$ cat src/rtl/pspi_pkg.sv
`default_nettype none
// +--------------------------------------------------------------------------+
// | pspi_pkg : shared PSPI definitions (FSM encoding, frame overhead, parity) |
// | Rev 1.0  : initial release                                               |
// +--------------------------------------------------------------------------+
package pspi_pkg;

  typedef enum logic [1:0] {
    ST_IDLE   = 2'd0,
    ST_DATA   = 2'd1,
    ST_PARITY = 2'd2,
    ST_GUARD  = 2'd3
  } pspi_state_e;

  // Parity and guard bits that follow the data bits of every frame.
  localparam int PSPI_FRAME_OVH = 2;

  localparam logic PSPI_PAR_EVEN = 1'b0;
  localparam logic PSPI_PAR_ODD  = 1'b1;

  // red_xor is ^data; sense selects even (0) or odd (1) parity.
  function automatic logic pspi_par_bit(input logic red_xor, input logic sense);
    return red_xor ^ sense;
  endfunction

endpackage
`default_nettype wire

$ cat src/rtl/pspi_sipo_rx_if.sv
`default_nettype none
// +--------------------------------------------------------------------------+
// | pspi_sipo_rx_if : serial line and received-word handshake bundle          |
// | Rev 1.0         : initial release                                        |
// +--------------------------------------------------------------------------+
interface pspi_sipo_rx_if #(
  parameter int DATA_W = 8
);
  logic              sin;
  logic              cs_n;
  logic              rx_ready;
  logic [DATA_W-1:0] rx_data;
  logic              rx_valid;
  logic              rx_par_err;
  logic              rx_frm_err;
  logic              rx_overrun;
  logic              rx_abort;

  modport master (
    output sin, cs_n, rx_ready,
    input  rx_data, rx_valid, rx_par_err, rx_frm_err, rx_overrun, rx_abort
  );

  modport slave (
    input  sin, cs_n, rx_ready,
    output rx_data, rx_valid, rx_par_err, rx_frm_err, rx_overrun, rx_abort
  );
endinterface
`default_nettype wire

$ cat src/rtl/pspi_sipo_shift.sv
`default_nettype none
// +--------------------------------------------------------------------------+
// | pspi_sipo_shift : indexed data capture register plus down-counting bit    |
// |                   pointer, stepped by the receiver FSM                    |
// | Rev 1.0         : initial release                                        |
// +--------------------------------------------------------------------------+
module pspi_sipo_shift #(
  parameter int DATA_W = 8
) (
  input  wire logic              clk,
  input  wire logic              rst,
  input  wire logic              i_sin,
  input  wire logic              i_first,
  input  wire logic              i_bit,
  input  wire logic              i_rearm,
  output logic      [DATA_W-1:0] o_data,
  output logic                   o_cnt_zero,
  output logic                   o_cnt_full
);
  localparam int              CNT_W     = $clog2(DATA_W);
  localparam logic [CNT_W-1:0] c_CNT_TOP = CNT_W'(DATA_W - 1);

  logic [DATA_W-1:0] r_data;
  logic [CNT_W-1:0]  r_cnt;

  always_ff @(posedge clk) begin
    if (rst) begin
      r_data <= '0;
      r_cnt  <= '0;
    end else begin
      if (i_first) begin
        r_data[DATA_W-1] <= i_sin;
        r_cnt            <= c_CNT_TOP - 1'b1;
      end else if (i_bit) begin
        r_data[r_cnt] <= i_sin;
        if (r_cnt != '0) begin
          r_cnt <= r_cnt - 1'b1;
        end
      end
      // Back-to-back frame: next edge carries the MSB, so point at it.
      if (i_rearm) begin
        r_cnt <= c_CNT_TOP;
      end
    end
  end

  assign o_data     = r_data;
  assign o_cnt_zero = (r_cnt == '0);
  assign o_cnt_full = (r_cnt == c_CNT_TOP);

endmodule
`default_nettype wire

$ cat src/rtl/pspi_sipo_rx.sv
`default_nettype none
// +--------------------------------------------------------------------------+
// | pspi_sipo_rx : PSPI slave receiver, serial in / parallel out with parity  |
// |                check; PSPI_RX_ERRCNT_EN adds a saturating err_cnt port    |
// | Rev 1.0      : initial release                                           |
// +--------------------------------------------------------------------------+
module pspi_sipo_rx
  import pspi_pkg::*;
#(
  parameter int DATA_W     = 8,
  parameter bit ODD_PARITY = 1'b0
) (
  input  wire logic         clk,
  input  wire logic         rst,
  pspi_sipo_rx_if.slave     bus
`ifdef PSPI_RX_ERRCNT_EN
  ,
  output logic      [7:0]   err_cnt
`endif
);
  pspi_state_e       r_state;
  pspi_state_e       w_state_nxt;
  logic              w_first;
  logic              w_bit;
  logic              w_rearm;
  logic              w_par_cap;
  logic              w_guard_cap;
  logic              w_abort;
  logic [DATA_W-1:0] w_word;
  logic              w_cnt_zero;
  logic              w_cnt_full;
  logic              w_par_exp;
  logic              w_par_err;
  logic              w_load;

  logic              r_par_bit;
  logic              r_guard_bit;
  logic              r_cmpl;
  logic [DATA_W-1:0] r_data;
  logic              r_valid;
  logic              r_perr;
  logic              r_ferr;
  logic              r_ovr;
  logic              r_abort;

  pspi_sipo_shift #(
    .DATA_W (DATA_W)
  ) u_shift (
    .clk        (clk),
    .rst        (rst),
    .i_sin      (bus.sin),
    .i_first    (w_first),
    .i_bit      (w_bit),
    .i_rearm    (w_rearm),
    .o_data     (w_word),
    .o_cnt_zero (w_cnt_zero),
    .o_cnt_full (w_cnt_full)
  );

  always_ff @(posedge clk) begin
    if (rst) begin
      r_state <= ST_IDLE;
    end else begin
      r_state <= w_state_nxt;
    end
  end

  always_comb begin
    w_state_nxt = r_state;
    w_first     = 1'b0;
    w_bit       = 1'b0;
    w_rearm     = 1'b0;
    w_par_cap   = 1'b0;
    w_guard_cap = 1'b0;
    w_abort     = 1'b0;
    case (r_state)
      ST_IDLE: begin
        if (!bus.cs_n) begin
          w_first     = 1'b1;
          w_state_nxt = ST_DATA;
        end
      end
      ST_DATA: begin
        if (bus.cs_n) begin
          // Pointer still at the MSB after a guard: no bit of a new frame
          // has been taken yet, so this is a normal end of transfer.
          w_abort     = !w_cnt_full;
          w_state_nxt = ST_IDLE;
        end else begin
          w_bit = 1'b1;
          if (w_cnt_zero) begin
            w_state_nxt = ST_PARITY;
          end
        end
      end
      ST_PARITY: begin
        if (bus.cs_n) begin
          w_abort     = 1'b1;
          w_state_nxt = ST_IDLE;
        end else begin
          w_par_cap   = 1'b1;
          w_state_nxt = ST_GUARD;
        end
      end
      ST_GUARD: begin
        if (bus.cs_n) begin
          w_abort     = 1'b1;
          w_state_nxt = ST_IDLE;
        end else begin
          w_guard_cap = 1'b1;
          w_rearm     = 1'b1;
          w_state_nxt = ST_DATA;
        end
      end
      default: w_state_nxt = ST_IDLE;
    endcase
  end

  // The completed word is still intact in the capture register on the edge
  // after the guard, even when the next frame's MSB lands on that edge.
  assign w_par_exp = pspi_par_bit(^w_word, ODD_PARITY ? PSPI_PAR_ODD : PSPI_PAR_EVEN);
  assign w_par_err = r_par_bit ^ w_par_exp;
  assign w_load    = r_cmpl && (!r_valid || bus.rx_ready);

  always_ff @(posedge clk) begin
    if (rst) begin
      r_par_bit   <= 1'b0;
      r_guard_bit <= 1'b0;
      r_cmpl      <= 1'b0;
      r_data      <= '0;
      r_valid     <= 1'b0;
      r_perr      <= 1'b0;
      r_ferr      <= 1'b0;
      r_ovr       <= 1'b0;
      r_abort     <= 1'b0;
    end else begin
      r_cmpl  <= w_guard_cap;
      r_abort <= w_abort;
      r_ovr   <= r_cmpl && r_valid && !bus.rx_ready;
      if (w_par_cap) begin
        r_par_bit <= bus.sin;
      end
      if (w_guard_cap) begin
        r_guard_bit <= bus.sin;
      end
      if (w_load) begin
        r_valid <= 1'b1;
        r_data  <= w_word;
        r_perr  <= w_par_err;
        r_ferr  <= r_guard_bit;
      end else if (!r_cmpl && r_valid && bus.rx_ready) begin
        r_valid <= 1'b0;
      end
    end
  end

  assign bus.rx_data    = r_data;
  assign bus.rx_valid   = r_valid;
  assign bus.rx_par_err = r_perr;
  assign bus.rx_frm_err = r_ferr;
  assign bus.rx_overrun = r_ovr;
  assign bus.rx_abort   = r_abort;

`ifdef PSPI_RX_ERRCNT_EN
  logic [7:0] r_err_cnt;

  always_ff @(posedge clk) begin
    if (rst) begin
      r_err_cnt <= '0;
    end else if (w_load && w_par_err && (r_err_cnt != 8'hFF)) begin
      r_err_cnt <= r_err_cnt + 8'd1;
    end
  end

  assign err_cnt = r_err_cnt;
`endif

endmodule
`default_nettype wire

$ cat src/flat_wrapper.sv
// flat-port wrapper written by rule: the top's interface ports become plain ports
module pspi_sipo_rx_flat import pspi_pkg::*;
#(
  parameter int DATA_W     = 8,
  parameter bit ODD_PARITY = 1'b0
)
  (clk, rst, bus_sin, bus_cs_n, bus_rx_ready, bus_rx_data, bus_rx_valid, bus_rx_par_err, bus_rx_frm_err, bus_rx_overrun, bus_rx_abort);
  pspi_sipo_rx_if #(.DATA_W(DATA_W)) bus_i ();
  input  wire logic clk;
  input  wire logic rst;
  input wire logic [$bits(bus_i.sin)-1:0] bus_sin;
  input wire logic [$bits(bus_i.cs_n)-1:0] bus_cs_n;
  input wire logic [$bits(bus_i.rx_ready)-1:0] bus_rx_ready;
  output wire logic [$bits(bus_i.rx_data)-1:0] bus_rx_data;
  output wire logic [$bits(bus_i.rx_valid)-1:0] bus_rx_valid;
  output wire logic [$bits(bus_i.rx_par_err)-1:0] bus_rx_par_err;
  output wire logic [$bits(bus_i.rx_frm_err)-1:0] bus_rx_frm_err;
  output wire logic [$bits(bus_i.rx_overrun)-1:0] bus_rx_overrun;
  output wire logic [$bits(bus_i.rx_abort)-1:0] bus_rx_abort;
  assign bus_i.sin = bus_sin;
  assign bus_i.cs_n = bus_cs_n;
  assign bus_i.rx_ready = bus_rx_ready;
  assign bus_rx_data = bus_i.rx_data;
  assign bus_rx_valid = bus_i.rx_valid;
  assign bus_rx_par_err = bus_i.rx_par_err;
  assign bus_rx_frm_err = bus_i.rx_frm_err;
  assign bus_rx_overrun = bus_i.rx_overrun;
  assign bus_rx_abort = bus_i.rx_abort;
  pspi_sipo_rx #(.DATA_W(DATA_W), .ODD_PARITY(ODD_PARITY)) u_core (.clk(clk), .rst(rst), .bus(bus_i));
endmodule
$ cat config.mk
export PLATFORM = sky130hd
export DESIGN_NAME = pspi_sipo_rx_flat
export DESIGN_NICKNAME = d
export VERILOG_FILES = /design/src/rtl/pspi_pkg.sv /design/src/rtl/pspi_sipo_rx_if.sv /design/src/rtl/pspi_sipo_shift.sv /design/src/rtl/pspi_sipo_rx.sv /design/src/flat_wrapper.sv
export SDC_FILE = /design/constraint.sdc
export NUM_CORES = 1
export LEC_CHECK = 0
export BUFFER_PORTS_ARGS = -buffer_cell sky130_fd_sc_hd__buf_4
export CAP_MARGIN = 20
export CORE_ASPECT_RATIO = 1.5
export CORE_MARGIN = 2
export CORE_UTILIZATION = 35
export CTS_CLUSTER_SIZE = 12
export DETAILED_ROUTE_END_ITERATION = 12
export PLACE_DENSITY = 0.54
export SYNTH_ARGS = -nofsm -noshare
export SYNTH_HDL_FRONTEND = slang
export SYNTH_SLANG_ARGS = --single-unit
$ cat constraint.sdc
create_clock -name clk -period 2.3 [get_ports clk]
set_input_delay 0.345 -clock clk [delete_from_list [all_inputs] [get_ports clk]]
set_output_delay 0.345 -clock clk [all_outputs]
set_load 0.02 [all_outputs]
## After elaboration in Yosys (flattened, before gate mapping)

Cells that the tools add are included.

| storage, ports and cells | value |
|---|---|
| bits in registers | 29 |
| input port bits | 5 |
| output and inout bits | 13 |
| logic and storage cells | 72 |

| cells by class | value |
|---|---|
| add/sub/neg operators | 1 |
| magnitude comparators | 2 |
| equal/unequal tests | 6 |
| muxes and demuxes | 25 |
| bitwise gates (word level) | 2 |
| reductions and logical operators | 23 |

Operators by type and width:

| operator | number |
|---|---|
| two-way mux 1 bit | 12 |
| two-way mux 3 bit | 4 |
| nonzero test 3 bit | 3 |
| bitwise mux 8 bit | 1 |
| two-way mux 2 bit | 4 |
| two-way mux 8 bit | 1 |
| case mux 2 bit (4 select lines) | 1 |
| XOR reduction 8 bit | 1 |
| logical AND 1 bit | 6 |
| AND reduction 2 bit | 3 |
| == test 2 bit, second input constant | 2 |
| logical NOT 1 bit | 4 |
| < comparator 3 x 4 -> 1 bit, second input constant | 1 |
| nonzero test 2 bit | 2 |
| demux 1 bit (select 3 bit) | 1 |
| == test 3 bit, second input constant | 1 |
| >= comparator 3 x 1 -> 1 bit, second input constant | 1 |
| logical NOT 3 bit | 1 |
| != test 3 bit, second input constant | 1 |
| subtractor 3 x 1 -> 3 bit, second input constant | 1 |
| == test 2 x 1 -> 1 bit, second input constant | 1 |
| logical NOT 2 bit | 1 |
| != test 2 bit, second input constant | 1 |
| case mux 1 bit (2 select lines) | 1 |
| other kinds (4) | 4 |

## Logic depth before layout (Yosys ltp)

| depth | value |
|---|---|
| depth after elaboration | 7 |
| mapped depth | 7 |
| depth with buffers taken out | 6 |

## Cells and area by module

From an unflattened synthesis, not the netlist that was laid out.

| unflattened totals | value |
|---|---|
| cell total of the unflattened synthesis | 135 |
| area, all modules | 1,326.3 um^2 |

Modules (own cells, without submodules):

| module | instances | cells each | area each (um^2) | sequential area each (um^2) |
|---|---|---|---|---|
| pspi_sipo_rx | 1 | 72 | 730.7 | 360.3 |
| pspi_sipo_shift | 1 | 63 | 595.6 | 220.2 |

## Worst setup path before layout

Ideal clock, no wire load.

| timing path | value |
|---|---|
| kind | register to register |
| from | register u_core.u_shift.r_cnt[0] |
| to | register u_core.u_shift.r_cnt[0] |
| setup time | 128 ps |
| data arrival time | 1,543 ps |
| required time | 2,172 ps |
| slack | 630 ps |
| stages on the path, launching flop included | 8 |
| buffers on the path | 1 |
| clock period less this slack | 1,670 ps |
| cell sequence | dfxtp_1 -> clkbuf_1 -> inv_1 -> ha_1 -> nand2b_1 -> mux2_2 -> a2bb2oi_1 -> nor2_1 |

| on the way | value |
|---|---|
| longest elaborated chain between the ends | 5 |
| elaborated cells on any way between the ends | 8 |
| classes of those cells | add/sub: 1; mux: 4; reduce/logical: 3 |

Ends and longest elaborated chain:

| what | RTL line | source |
|---|---|---|
| start: declaration | pspi_sipo_shift.sv:24 | `logic [CNT_W-1:0] r_cnt;` |
| start signal: assignment | pspi_sipo_shift.sv:33 | `r_cnt <= c_CNT_TOP - 1'b1;` |
| start signal: assignment | pspi_sipo_shift.sv:37 | `r_cnt <= r_cnt - 1'b1;` |
| start signal: assignment | pspi_sipo_shift.sv:42 | `r_cnt <= c_CNT_TOP;` |
| subtractor 3 x 1 -> 3 bit | pspi_sipo_shift.sv:37 |  |
| two-way mux 3 bit | pspi_sipo_shift.sv:36 | `if (r_cnt != '0) begin` |
| two-way mux 3 bit | pspi_sipo_shift.sv:34 | `end else if (i_bit) begin` |
| two-way mux 3 bit | pspi_sipo_shift.sv:31 | `if (i_first) begin` |
| two-way mux 3 bit | pspi_sipo_shift.sv:41 | `if (i_rearm) begin` |

Parallel ways exist; a longest one is shown, timed or not. The select of a mux whose other input is x is not followed.
A chain may end at the register's enable or synchronous reset.

## Worst setup path in the final report

Ends and elaborated chain as after synthesis.

==> results.md <==
- Status: completed
- Clock net sink count: 29
- Finished Cell Area: between 1500 and 2000 sq um
- Worst-case clock buffer depth: 2
- Hold WS: 0.332 ns
- Worst IR drop on VDD: ~0.46 mV
- EDFF count, synth: 0
- CTS Buf Count: 5
- CP max FO: 10
- Non-filler cells, final: a little over 200
- Worst setup path category: register to register
- Met1 Wirelength: between 1000 and 1500 microns
- Wire per inst: 12.8 microns
- Initial core utilization: about 36%
- DP Cell Count: between 150 and 200
- Number of global-route vias before repair: between 900 and 1000
- Combinational fraction of design power: 6.9%
- Clock root buffer: clkbuf_8
- Crit. Startpoint: u_core.u_shift.r_cnt[0]$_SDFFE_PP0P_
- DP Worst Slack: 0.575 ns
- Pins Over Slew Limit: 0
- Internal cell power: 0.899 mW
- # diodes: 0
- Reg clk slew, reported paths: 0.06 ns
- Final setup violation count: 0
- Register area share after synthesis: 44.3%
- Hold Crit Depth: 2
- Dpl hpwl: 1800 microns
- Final cycle utilization of the critical path: 73.6%
- Share of total power in the clock network: between 40% and 50%
- Post-layout min period: about 1.7 ns
- DP Area: roughly 1500 sq um
- Hold Path Class: input port to register
- Rel. slew slack: a little under three fifths
- Die area: approximately 4300 sq um
- Min-delay src: bus_cs_n
- Power Total: 1.15 mW
- Most frequent cells in the layout: 29 x dfxtp_1, 23 x nor2_1, 17 x buf_4
- Switching pwr: 0.255 mW
- Arr. time, crit path: around 1.9 ns
- Post-Route WL: ~2600 microns
- FF-to-FF End: u_core.u_shift.r_cnt[0]$_SDFFE_PP0P_
- Hold Buf Count CTS: 0
- Slew @ Worst Pin: approximately 0.65 ns
- Core Util, Final: a little over two fifths
- DRC: 0
- # resized after CTS: 0
- Crit path launch type: register
- Async SR Flop Fraction: 0%
- Critical Path End Type: register
- Largest net degree at the start of global routing: 29
- Share of cells above drive strength 1: about 17%
- Met2 WL post-DR: 1270 microns
- Max Cap Viol: 0
- Layout overhead on the synthesized area: 19.8%
- Port bufs: 17
- P_leak: between 0.7 and 0.8 nW
- Post-layout net count: between 150 and 200
- Total track usage: between 10% and 20%
- DR vias: a little over 1000
- Yosys reg bits: 29
- YS warnings: 0
- Routed Antenna Nets: 0
- Ys flop type: dfxtp_1
- Power Dens Cells: 735 nW/um^2
- Worst skew pair latency: approximately 0.28 ns
- Worst Clk Skew: between 0.002 and 0.003 ns
- Final Hold Vio Count: 0
- Ports: 18
- Grt ovf: 0
- Post-Syn Area: about 1300 sq um
- CTS H-tree lvls: 2
- Syn nets: roughly 150
- Yosys cell types: 31
- Hold path endpoint: u_core.r_state[1]$_SDFFE_PP0P_
- Metal3 WL: roughly 81 microns
- Post-CTS Setup Inserts: 0
- Vias per cell: 5.00
- Sw Ratio: 22.1%
- First-pass GRT wire length: 4290 microns
- R2r startpoint: u_core.u_shift.r_cnt[0]$_SDFFE_PP0P_
- Worst EP required: roughly 2.5 ns
- R2R depth: 6
- Initial antenna violation count: 0
- DR iter-0 viols: 24
- Commonest non-fill, non-tap cell in the layout: dfxtp_1
- Drt pass-1 iters: 4
- Die width: 54.0 microns
- Gpl congestion: around 0.83
- Synth Instances: ~150
- Unrepaired setup endpoints after global routing: false
- Final setup margin: a little over 0.6 ns
- DR top layer: met4
- Die height: around 79 microns
- CTS tree: done
- Fmax: 590 MHz
- Seq pwr share: a little under half
- Std cell rows: 27
- R2R Setup Slk: a little over 0.6 ns
- Avg Cell Area, Syn: approximately 9.0 sq um
- Setup_tns: 0 ns
- Core area: roughly 3600 sq um
## worst max-delay path by stage
stage                                                 endpoint  slack (ns)
final                     u_core.u_shift.r_cnt[0]$_SDFFE_PP0P_        0.61
after global placement      u_core.bus.rx_par_err$_SDFFE_PP0P_        0.61
after global routing      u_core.u_shift.r_cnt[0]$_SDFFE_PP0P_        0.48
after floorplan           u_core.u_shift.r_cnt[0]$_SDFFE_PP0P_        0.63
after detailed placement    u_core.bus.rx_par_err$_SDFFE_PP0P_        0.58
after CTS                 u_core.u_shift.r_cnt[0]$_SDFFE_PP0P_        0.61
## metal layers
layer / up-vias / track usage [%]
met1: 482 / 15.9
met4: 0 / 10.0
met5: - / 0
met3: 7 / 3.95
met2: 13 / 22.6
li1: 513 / -
## power groups by stage
| stage | Clock, mW | Combinational, mW | Sequential, mW |
|---|---|---|---|
| 3_5_place_dp | 0 | 0.0805 | 0.540 |
| 5_1_grt | 0.581 | 0.0909 | 0.531 |
| 6_report | 0.545 | 0.0799 | 0.529 |
| 3_3_place_gp | 0 | 0.0773 | 0.539 |
| 4_1_cts | 0.554 | 0.0808 | 0.529 |
| 2_1_floorplan | 0 | 0.0702 | 0.529 |
## layout make-up
| class | count | area, sq um |
|---|---|---|
| clock inverters | 1 | 30.0 |
| fillers | 365 | 2050 |
| repair buffers | 17 | 128 |
| inverters | 5 | 18.8 |
| multi-input cells | 101 | 672 |
| clock buffers | 7 | 86.3 |
| well taps | 43 | 53.8 |
| flip-flops and latches | 29 | 581 |
## synth_stat cells (2+ instances only)
master    count  area (sq um)
nand2b_1      3          18.8
mux2i_1      15           150
dfxtp_1      29           581
clkbuf_1      7          26.3
buf_1         2          7.51
xor2_1        2          17.5
xnor2_1       3          26.3
a21oi_1       7          35.0
nor2b_1       5          31.3
nor2_1       23          86.3
inv_1         5          18.8
nand3_1      10          50.1
ha_1          3          37.5
a31oi_1       2          12.5
nand2_1       8          30.0
o21ai_0       2          10.0
nor3_1        5          25.0
## state kept, by name, indices dropped and copies added, names as in the netlist, 2 cells and up
name	cells
u_core.bus.rx_data	8
u_core.r_state	2
u_core.u_shift.o_data	8
u_core.u_shift.r_cnt	3
## kinds of logic after synthesis
| family | count (synthesis) | synth area share, % |
|---|---|---|
| AO/OA/AOI/OAI | 16 | 7.45 |
| adder cells (fa/ha/maj) | 3 | 2.87 |
| AND/OR/NAND/NOR | 60 | 23.6 |
| buffers and inverters | 15 | 4.39 |
| flip-flops | 29 | 44.3 |
| XOR/XNOR | 6 | 5.06 |
| multiplexers | 16 | 12.3 |
## worst max-delay path: stages, from the launching register on
cell	delay (ns)
dfxtp_1	0.54
inv_1	0.12
ha_1	0.22
nand2b_1	0.14
mux2_2	0.36
a2bb2oi_1	0.15
nor2_1	0.05
Power figures use the tool's default switching activity.
